**config.mk**
```make
export PLATFORM = sky130hd
export DESIGN_NAME = maj_tt_sweeper
export DESIGN_NICKNAME = d
export VERILOG_FILES = /design/src/rtl/maj_sweep_pkg.sv /design/src/rtl/maj3_unit.sv /design/src/rtl/maj_tt_sweeper.sv
export SDC_FILE = /design/constraint.sdc
export NUM_CORES = 1
export LEC_CHECK = 0
export ABC_AREA = 1
export CORE_AREA = 3 3 189 191
export CTS_CLUSTER_SIZE = 30
export DETAILED_ROUTE_END_ITERATION = 7
export DIE_AREA = 0 0 192 194
export PLACE_DENSITY = 0.79
export RECOVER_POWER = 50
export SYNTH_ARGS = -nofsm -noshare
export SYNTH_HDL_FRONTEND = slang
export SYNTH_HIERARCHICAL = 1
export SYNTH_SLANG_ARGS = --single-unit
```
**constraint.sdc**
```tcl
create_clock -name i_clk -period 8.5 [get_ports i_clk]
set_clock_uncertainty 0.1 [all_clocks]
set_input_delay 0.85 -clock i_clk [delete_from_list [all_inputs] [get_ports i_clk]]
set_output_delay 0.85 -clock i_clk [all_outputs]
set_load 0.01 [all_outputs]
```
**src/rtl/maj_sweep_pkg.sv**
```systemverilog
// Shared types and constants for the MAJ3 truth-table sweeper.
// Gate entry layout: {inv2,sel2,inv1,sel1,inv0,sel0}, operand 0 in the low bits.
package maj_sweep_pkg;

    localparam int unsigned NUM_IN    = 7;
    localparam int unsigned MAX_GATES = 16;
    localparam int unsigned SEL_W     = 5;
    localparam int unsigned TT_W      = 1 << NUM_IN;
    localparam int unsigned VEC_W     = NUM_IN;
    localparam int unsigned GIDX_W    = 4;
    localparam int unsigned NG_W      = 5;
    localparam int unsigned PROG_W    = 3 * (SEL_W + 1);

    typedef struct packed {
        logic             inv;
        logic [SEL_W-1:0] sel;
    } operand_t;

    typedef operand_t [2:0] gate_t;

    localparam logic [SEL_W-1:0] SEL_CONST0 = 5'd7;
    localparam logic [SEL_W-1:0] SEL_GATE0  = 5'd8;

    typedef logic [1:0] state_t;
    localparam state_t ST_IDLE  = 2'd0;
    localparam state_t ST_EVAL  = 2'd1;
    localparam state_t ST_STORE = 2'd2;
    localparam state_t ST_DONE  = 2'd3;

    function automatic logic num_gates_valid(input logic [NG_W-1:0] ng);
        return (ng != '0) && (ng <= NG_W'(MAX_GATES));
    endfunction

endpackage

```
**src/rtl/maj3_unit.sv**
```systemverilog
// Shared combinational majority-of-3 with per-operand inversion.
module maj3_unit (
    input  logic       i_a,
    input  logic       i_b,
    input  logic       i_c,
    input  logic [2:0] i_inv,
    output logic       o_maj
);

    logic w_a;
    logic w_b;
    logic w_c;

    assign w_a   = i_a ^ i_inv[0];
    assign w_b   = i_b ^ i_inv[1];
    assign w_c   = i_c ^ i_inv[2];
    assign o_maj = (w_a & w_b) | (w_a & w_c) | (w_b & w_c);

endmodule

```
**src/rtl/maj_tt_sweeper.sv**
```systemverilog
// Sweeps all 2**NUM_IN input vectors through a programmed MAJ3 gate list, one gate per cycle.
// Optional TT_COMPARE_EN adds i_tt_exp / o_tt_match to compare the result with an expected table.
module maj_tt_sweeper
    import maj_sweep_pkg::*;
(
    input  logic              i_clk,
    input  logic              i_rst_n,
    input  logic              i_prog_we,
    input  logic [GIDX_W-1:0] i_prog_addr,
    input  logic [PROG_W-1:0] i_prog_data,
    input  logic [NG_W-1:0]   i_num_gates,
    input  logic              i_start,
    output logic              o_busy,
    output logic              o_done,
    output logic              o_err,
`ifdef TT_COMPARE_EN
    input  logic [TT_W-1:0]   i_tt_exp,
    output logic              o_tt_match,
`endif
    output logic [TT_W-1:0]   o_tt_out
);

    state_t               r_state;
    logic [VEC_W-1:0]     r_vec;
    logic [GIDX_W-1:0]    r_gate;
    logic [NG_W-1:0]      r_num;
    logic [MAX_GATES-1:0] r_result;
    logic [TT_W-1:0]      r_tt_out;
    logic                 r_err;
    gate_t                r_prog [MAX_GATES];

    logic                 w_busy;
    logic                 w_start_ok;
    logic                 w_prog_wr;
    logic [NG_W-1:0]      w_num_m1;
    logic [GIDX_W-1:0]    w_last_idx;
    logic                 w_gate_last;
    gate_t                w_gate;
    logic [2:0]           w_raw;
    logic [2:0]           w_inv;
    logic                 w_op_err;
    logic [SEL_W-1:0]     w_gidx [3];
    logic                 w_maj;

    assign w_busy      = (r_state == ST_EVAL) || (r_state == ST_STORE);
    assign w_start_ok  = (r_state == ST_IDLE) && i_start;
    assign w_prog_wr   = i_prog_we && !w_busy;
    assign w_num_m1    = r_num - 1'b1;
    assign w_last_idx  = w_num_m1[GIDX_W-1:0];
    assign w_gate_last = ({1'b0, r_gate} == w_num_m1);
    assign w_gate      = r_prog[r_gate];

    // Program RAM has no reset; writes are blocked during a sweep so the program stays stable.
    always_ff @(posedge i_clk) begin
        if (w_prog_wr) begin
            r_prog[i_prog_addr] <= gate_t'(i_prog_data);
        end
    end

    // Operand fetch: primary input, constant 0, or an earlier gate result. Forward, self and
    // out-of-range references read as 0 and raise the error flag.
    always_comb begin
        w_raw    = '0;
        w_inv    = '0;
        w_op_err = 1'b0;
        for (int k = 0; k < 3; k++) begin
            w_gidx[k] = w_gate[k].sel - SEL_GATE0;
            w_inv[k]  = w_gate[k].inv;
            if (w_gate[k].sel < SEL_CONST0) begin
                w_raw[k] = r_vec[w_gate[k].sel[2:0]];
            end else if (w_gate[k].sel >= SEL_GATE0) begin
                if (w_gidx[k] < {1'b0, r_gate}) begin
                    w_raw[k] = r_result[w_gidx[k][GIDX_W-1:0]];
                end else begin
                    w_op_err = 1'b1;
                end
            end
        end
    end

    maj3_unit u_maj3 (
        .i_a   (w_raw[0]),
        .i_b   (w_raw[1]),
        .i_c   (w_raw[2]),
        .i_inv (w_inv),
        .o_maj (w_maj)
    );

    always_ff @(posedge i_clk or negedge i_rst_n) begin
        if (!i_rst_n) begin
            r_state  <= ST_IDLE;
            r_vec    <= '0;
            r_gate   <= '0;
            r_num    <= '0;
            r_result <= '0;
            r_tt_out <= '0;
            r_err    <= 1'b0;
        end else begin
            case (r_state)
                ST_IDLE: begin
                    if (i_start) begin
                        r_num    <= i_num_gates;
                        r_vec    <= '0;
                        r_gate   <= '0;
                        r_tt_out <= '0;
                        if (num_gates_valid(i_num_gates)) begin
                            r_err   <= 1'b0;
                            r_state <= ST_EVAL;
                        end else begin
                            r_err   <= 1'b1;
                            r_state <= ST_DONE;
                        end
                    end
                end
                ST_EVAL: begin
                    r_result[r_gate] <= w_maj;
                    if (w_op_err) begin
                        r_err <= 1'b1;
                    end
                    if (w_gate_last) begin
                        r_state <= ST_STORE;
                    end else begin
                        r_gate <= r_gate + 1'b1;
                    end
                end
                ST_STORE: begin
                    r_tt_out[r_vec] <= r_result[w_last_idx];
                    if (r_vec == '1) begin
                        r_state <= ST_DONE;
                    end else begin
                        r_vec   <= r_vec + 1'b1;
                        r_gate  <= '0;
                        r_state <= ST_EVAL;
                    end
                end
                ST_DONE: begin
                    r_state <= ST_IDLE;
                end
                default: begin
                    r_state <= ST_IDLE;
                end
            endcase
        end
    end

`ifdef TT_COMPARE_EN
    logic [TT_W-1:0] r_tt_exp;
    logic            r_match_vld;

    always_ff @(posedge i_clk or negedge i_rst_n) begin
        if (!i_rst_n) begin
            r_tt_exp    <= '0;
            r_match_vld <= 1'b0;
        end else if (w_start_ok) begin
            r_tt_exp    <= i_tt_exp;
            r_match_vld <= 1'b0;
        end else if (r_state == ST_DONE) begin
            r_match_vld <= 1'b1;
        end
    end

    // Valid from the done cycle onward; the table is final once DONE is entered.
    assign o_tt_match = ((r_state == ST_DONE) || r_match_vld) && (r_tt_out == r_tt_exp);
`endif

    assign o_busy   = w_busy;
    assign o_done   = (r_state == ST_DONE);
    assign o_err    = r_err;
    assign o_tt_out = r_tt_out;

endmodule

```
======== Word-level counts from Yosys, hierarchy flattened ========
Memories as Yosys holds them, arrays and structs flattened.
Index checks and enable logic that the tools add are counted.
operators by class
  bitwise logic cells ..................... 8
  equal/unequal tests ..................... 10
  muxes and demuxes ....................... 58
  add/sub/neg operators ................... 6
  reduce and logical (&&, ||, !) cells .... 17
  magnitude comparators ................... 21
operator list
  kind                 number
  $pmux 128 s2         1
  $bwmux 128           1
  $mux 128             1
  $mux 1               32
  $lt 4x5->1 const B   5
  $bmux 1 s4           4
  $bwmux 16            1
  $ge 5x4->1 const B   3
  $lt 5x3->1 const B   3
  $lt 5x4->1           3
  $sub 5x4->5 const B  3
  $mux 7               2
  $pmux 7 s2           1
  $lt 3x4->1 const B   3
  $mux 4               3
  $pmux 4 s3           1
  $ne 2x2->1 const B   5
  $bmux 1 s3           3
  $lt 7x8->1 const B   1
  $mux 2               4
  $pmux 2 s4           1
  $add 7x1->7 const B  1
  $demux 1 s7          1
  $eq 7x7->1 const B   1
  other kinds (23)     36
storage, ports and cells
  output and inout bits ................... 131
  memories ................................ 1
  flip-flop bits (word level) ............. 163
  word-level logic and storage cells ...... 128
  memory bits (writable) .................. 288
memory list
  name    depth  width  read ports  clocked after Yosys merged registers in  wr ports  RTL line              source
  r_prog  16     18     1           0                                        1         maj_tt_sweeper.sv:30  gate_t r_prog [MAX_GATES];

======== Longest topological paths before layout ========
An unclocked memory read counts as a cell.
  word-level depth ........................ 14
  gate-level depth with buffers ........... 26
  gate-level depth less buffers ........... 23

======== Modules after synthesis ========
Netlist, hierarchy kept.
by module, submodules not included
  module          instances  area an instance (um^2)  sequential area each (um^2)  cells each
  maj_tt_sweeper  1          20,623.5                 12,727.2                     2,058
  maj3_unit       1          72.6                     0.0                          19

======== Least setup slack after synthesis ========
No wires, ideal clock.
  path kind ............................... register -> register
  start ................................... register r_gate[0]
  end ..................................... register r_result[10]
  path slack .............................. 5.079 ns
  setup time .............................. 0.141 ns
  arrival time ............................ 3.179 ns
  required time ........................... 8.259 ns
  stages on the path, launching flop included .. 26
  cell sequence ........................... dfrtp_1 > buf_6 > buf_6 > buf_6 > buf_2 > buf_2 > buf_2 > nor2_1 > o22ai_1 > a221oi_2 > ha_1 > nand2_1 > nor2_1 > nand2_1 > nand2_1 > nor2_1 > nand3_1 > nand2_1 > inv_1 > nand2_1 > nand2_1 > nand2_1 > nand3_1 > inv_1 > clkbuf_1 > a31oi_1
between the ends
  cells in the longest elaborated chain, start to end .. 12
  elaborated cells on any way between the ends .. 48
  classes of those cells .................. add/sub (3); order compare (11); mux (24); bitwise (8); reduce/logical (1); memory (1)
RTL lines
  item                           RTL line               source
  start, declared                maj_tt_sweeper.sv:25   logic [GIDX_W-1:0] r_gate;
  start signal, assigned         maj_tt_sweeper.sv:123  r_gate <= r_gate + 1'b1;
  $mem_v2 16x18                  --
  $sub 5x4->5                    maj_tt_sweeper.sv:67   w_gidx[k] = w_gate[k].sel - SEL_GATE0;
  $bmux 1 s4                     maj_tt_sweeper.sv:73   w_raw[k] = r_result[w_gidx[k][GIDX_W-1:0]];
  $mux 1 (implied by the code)   maj_tt_sweeper.sv:73
  $mux 1                         maj_tt_sweeper.sv:72   if (w_gidx[k] < {1'b0, r_gate}) begin
  $mux 1                         maj_tt_sweeper.sv:71   end else if (w_gate[k].sel >= SEL_GATE0) begin
  $mux 1 (*)                     maj_tt_sweeper.sv:69   if (w_gate[k].sel < SEL_CONST0) begin
  via w_raw[1]                   maj_tt_sweeper.sv:39   logic [2:0] w_raw;
  $xor 1x1->1 (*)                maj3_unit.sv:15        assign w_b = i_b ^ i_inv[1];
  $and 1x1->1                    maj3_unit.sv:17        assign o_maj = (w_a & w_b) | (w_a & w_c) | (w_b & w_c);
  $or 1x1->1                     maj3_unit.sv:17
  $or 1x1->1 (*)                 maj3_unit.sv:17
  via w_maj                      maj_tt_sweeper.sv:43   logic w_maj;
  $bwmux 16 (*)                  maj_tt_sweeper.sv:116  r_result[r_gate] <= w_maj;
  end signal, assigned by index  maj_tt_sweeper.sv:116
  end, declared                  maj_tt_sweeper.sv:27   logic [MAX_GATES-1:0] r_result;
Mark *: on every way through the listed nets, which the timed path passes. The rest lies on a longest branch. The select of a mux whose other input is x is not followed.
A chain may end at the register's enable or synchronous reset.

==> impl_metrics.tcl <==
set metrics [dict create \
    tightestPinTransition_ns 4.750 \
    pwr-share-comb_pct 35.2 \
    max_freq_mhz 174.7 \
    routed_wl_mm 55.27 \
    setup_viol 0 \
    synth_fp_nets 2133 \
    path_max_fanout 87 \
    hold_viol 0 \
    initial_utilization_pct 60.36 \
    num_rows 68 \
    drt-pass1-iter-count 8 \
    numCtsBuffers 46 \
    rsz0062_at_grt "false" \
    via_per_inst 6.103 \
    arrival_ns 5.94 \
    pwr-share-clk_pct 27.7 \
    start_kind "primary input" \
    die_w_um 192 \
    yosys_warnings 6 \
    drc 0 \
    cts_tree "built" \
    io_buffer_count 161 \
    p_per_area_nw_per_um2 289.6 \
    dp_hpwl_mm 33.18 \
    ys_types 42 \
    insertion_delay_ns 0.57 \
    drt_iter0_markers 1965 \
    gp_congestion 0.9676 \
    grt-ovfl-total 0 \
    grt_use_total_pct 29.11 \
    synth_top_area_cell "edfxtp_1" \
    seqPwrFrac_pct 37.1 \
    yosysSeqAreaShare_pct 61.50 \
    area_growth_syn_to_layout_pct 15.28 \
    max_stage_delay_ns 3.27 \
    cts_sinks 451 \
    crit_required_ns 8.71 \
    p_sw_share_pct 39.62 \
    nFillCells 2499 \
    peakVddDrop_mv 0.3662 \
    synthCells 2077 \
    synthTopCellsByArea "edfxtp_1 (42%), dfrtp_1 (20%), nand2_1 (6.9%), nand3_1 (4.7%), nor2_1 (4.6%)" \
    vias 16320 \
    worstHoldPathType "flop to flop" \
    clkSlewWorstSetupHoldPaths_ns 0.06 \
    die_area_um2 37250 \
    grt_max_degree 115 \
    ys.flop_type "edfxtp_1" \
    netlist.area_leader.share_pct 41.79 \
    postRouteAntennaNets 0 \
    path_cells "clkbuf_1 > clkbuf_2" \
    violations "capacitance limit, slew limit" \
    nets 2243 \
    htree_levels 2 \
    io_pins 162 \
    fin_util_pct 69.58 \
    antenna_found_initial 1 \
    cts_hold_buf 0 \
    grt_pass1_wl_mm 84.97 \
    critPathKind "primary input to async pin" \
    period_needed_ns 5.723 \
    synth_edf_count 288 \
    fin_crit_sh_pct 67.33 \
    cpLargestDelayFamily "buffers and inverters" \
    critPathBufInv 2 \
    slew_headroom_pct -216.7 \
    finalMaxSlewViolations 166 \
    setup_tns_ns 0 \
    power.switching_uw 2738 \
    syn-cell-area_um2 20700 \
    finalInstanceArea_um2 23860 \
    clockRootBuffer "clkbuf_16" \
    status "complete, but fails checks" \
    core_area_um2 34290 \
    synth_area_per_cell_um2 9.964 \
    p_int_uw 4172 \
    cts.repair.resized 0 \
    die_h_um 194 \
    diodes 0 \
    drive_above_1_share_pct 6.489 \
    synth.ff_latch_count 451 \
    clk_path_buf_depth 3 \
    wl_per_cell_um 20.67 \
    power.leakage_uw 0.009213 \
    grt_pass1_vias 15480 \
    ys_async_sr_fraction_pct 36.14 \
    end_kind "async pin" \
    place_area_um2 22470 \
    max_cap_viol_count 2 \
    post-cts-setup-buffers 0 \
    critPathSlowestCell "clkbuf_1" \
]
layout by cell type (no fill, tap or decap), types with 5 or more instances in the layout:
cell	count
a21oi_1	48
a31oi_1	12
buf_4	21
clkbuf_1	10
clkbuf_16	46
clkdlybuf4s50_1	94
clkinv_1	11
clkinv_2	8
dfrtp_1	161
dlygate4sd3_1	66
edfxtp_1	288
ha_1	25
inv_1	148
inv_2	7
nand2_1	380
nand2_2	11
nand3_1	196
nand4_1	6
nor2_1	238
nor2_2	15
nor2_4	10
nor3_1	6
o21ai_0	165
o21ai_1	20
o22ai_1	63
o31ai_1	114
xor2_1	5
cell usage after synthesis, types with 20 or more instances:
master,count
nand2_1,381
buf_2,33
dfrtp_1,163
o31ai_1,114
o21ai_0,165
nand3_1,196
clkbuf_1,43
a21oi_1,48
inv_1,148
o22ai_1,63
nor2_1,252
o21ai_1,20
edfxtp_1,288
ha_1,25
metrics by stage:
step	total power [uW]	hold slack (ns)	std cells	worst slack, ns
6_report	6909	0.3752	2674	2.777
5_1_grt	7298	0.4069	2674	1.721
4_1_cts	6888	0.2764	2674	3.740
3_5_place_dp	4984	0.3704	2594	3.780
3_3_place_gp	4929	0.3645	2594	3.995
2_1_floorplan	4449	0.3530	2077	5.079
power by group through the flow:
stage	sequential, uW	clock, uW	combinational [uW]
2_1_floorplan	2530	0	1920
3_3_place_gp	2600	0	2330
3_5_place_dp	2600	0	2380
4_1_cts	2560	1930	2400
5_1_grt	2570	2030	2700
6_report	2560	1910	2430
worst reg2reg max path: stages, from the launching register on:
cell	delay [ns]
dfrtp_4	0.71
inv_4	0.57
buf_4	0.82
o21ai_0	0.25
o22ai_1	0.20
nand2_1	0.09
nand4_2	0.22
ha_1	0.28
a21oi_1	0.12
o21ai_0	0.08
nor2_1	0.08
nand2_1	0.08
nor2_1	0.10
nand3_1	0.08
nand2_1	0.08
inv_1	0.04
nand2_1	0.05
nand2_1	0.07
nand2_1	0.06
nand3_1	0.11
inv_1	0.34
a31oi_1	0.14
flip-flops by register name, indices dropped and copies added (netlist names):
register	flops
r_gate	4
o_err	1
r_state	2
r_result	16
r_vec	7
r_num	5
o_tt_out	128
r_prog	288
routing by layer:
layer	global-route usage (%)	wire (um)	up-vias
li1	-	-	7456
met1	39.28	21140	7872
met2	47.44	26750	842
met3	4.900	5269	148
met4	11.55	2109	2
met5	0	10	-
area by class of cell:
class | instances | area (um2) | share of cell area, %
inverter | 159 | 599.3 | 2.512
clock buffer | 56 | 1199 | 5.024
multi-input combinational | 1346 | 6783 | 28.43
timing repair buffer | 183 | 1768 | 7.410
tap | 455 | 569.3 | 2.386
clock inverter | 24 | 209.0 | 0.8758
sequential | 451 | 12730 | 53.36
logic make-up after synthesis:
kind of cell / share of synthesized area [%]
and+or+nand+nor: 17.83
DFF: 61.50
AOI/OAI and AO/OA: 12.87
buffers and inverters: 6.082
adders and majority gates: 1.511
xor gates and xnor gates: 0.2116
final timing paths:
| check | slack, ns | cells past startpoint | from | to |
|---|---|---|---|---|
| max in group i_clk | 3.68 | 21 | r_gate[0] | r_result[6] |
| max reg2reg | 3.68 | 21 | r_gate[0] | r_result[6] |
| min | 0.38 | 2 | o_tt_out[57] | o_tt_out[57] |
| max | 2.78 | 2 | i_rst_n | o_tt_out[34] |
| min in group asynchronous | 1.88 | 1 | i_rst_n | o_tt_out[59] |
| min reg2reg | 0.38 | 2 | o_tt_out[57] | o_tt_out[57] |
No activity file was read; power rests on OpenSTA's default activity.
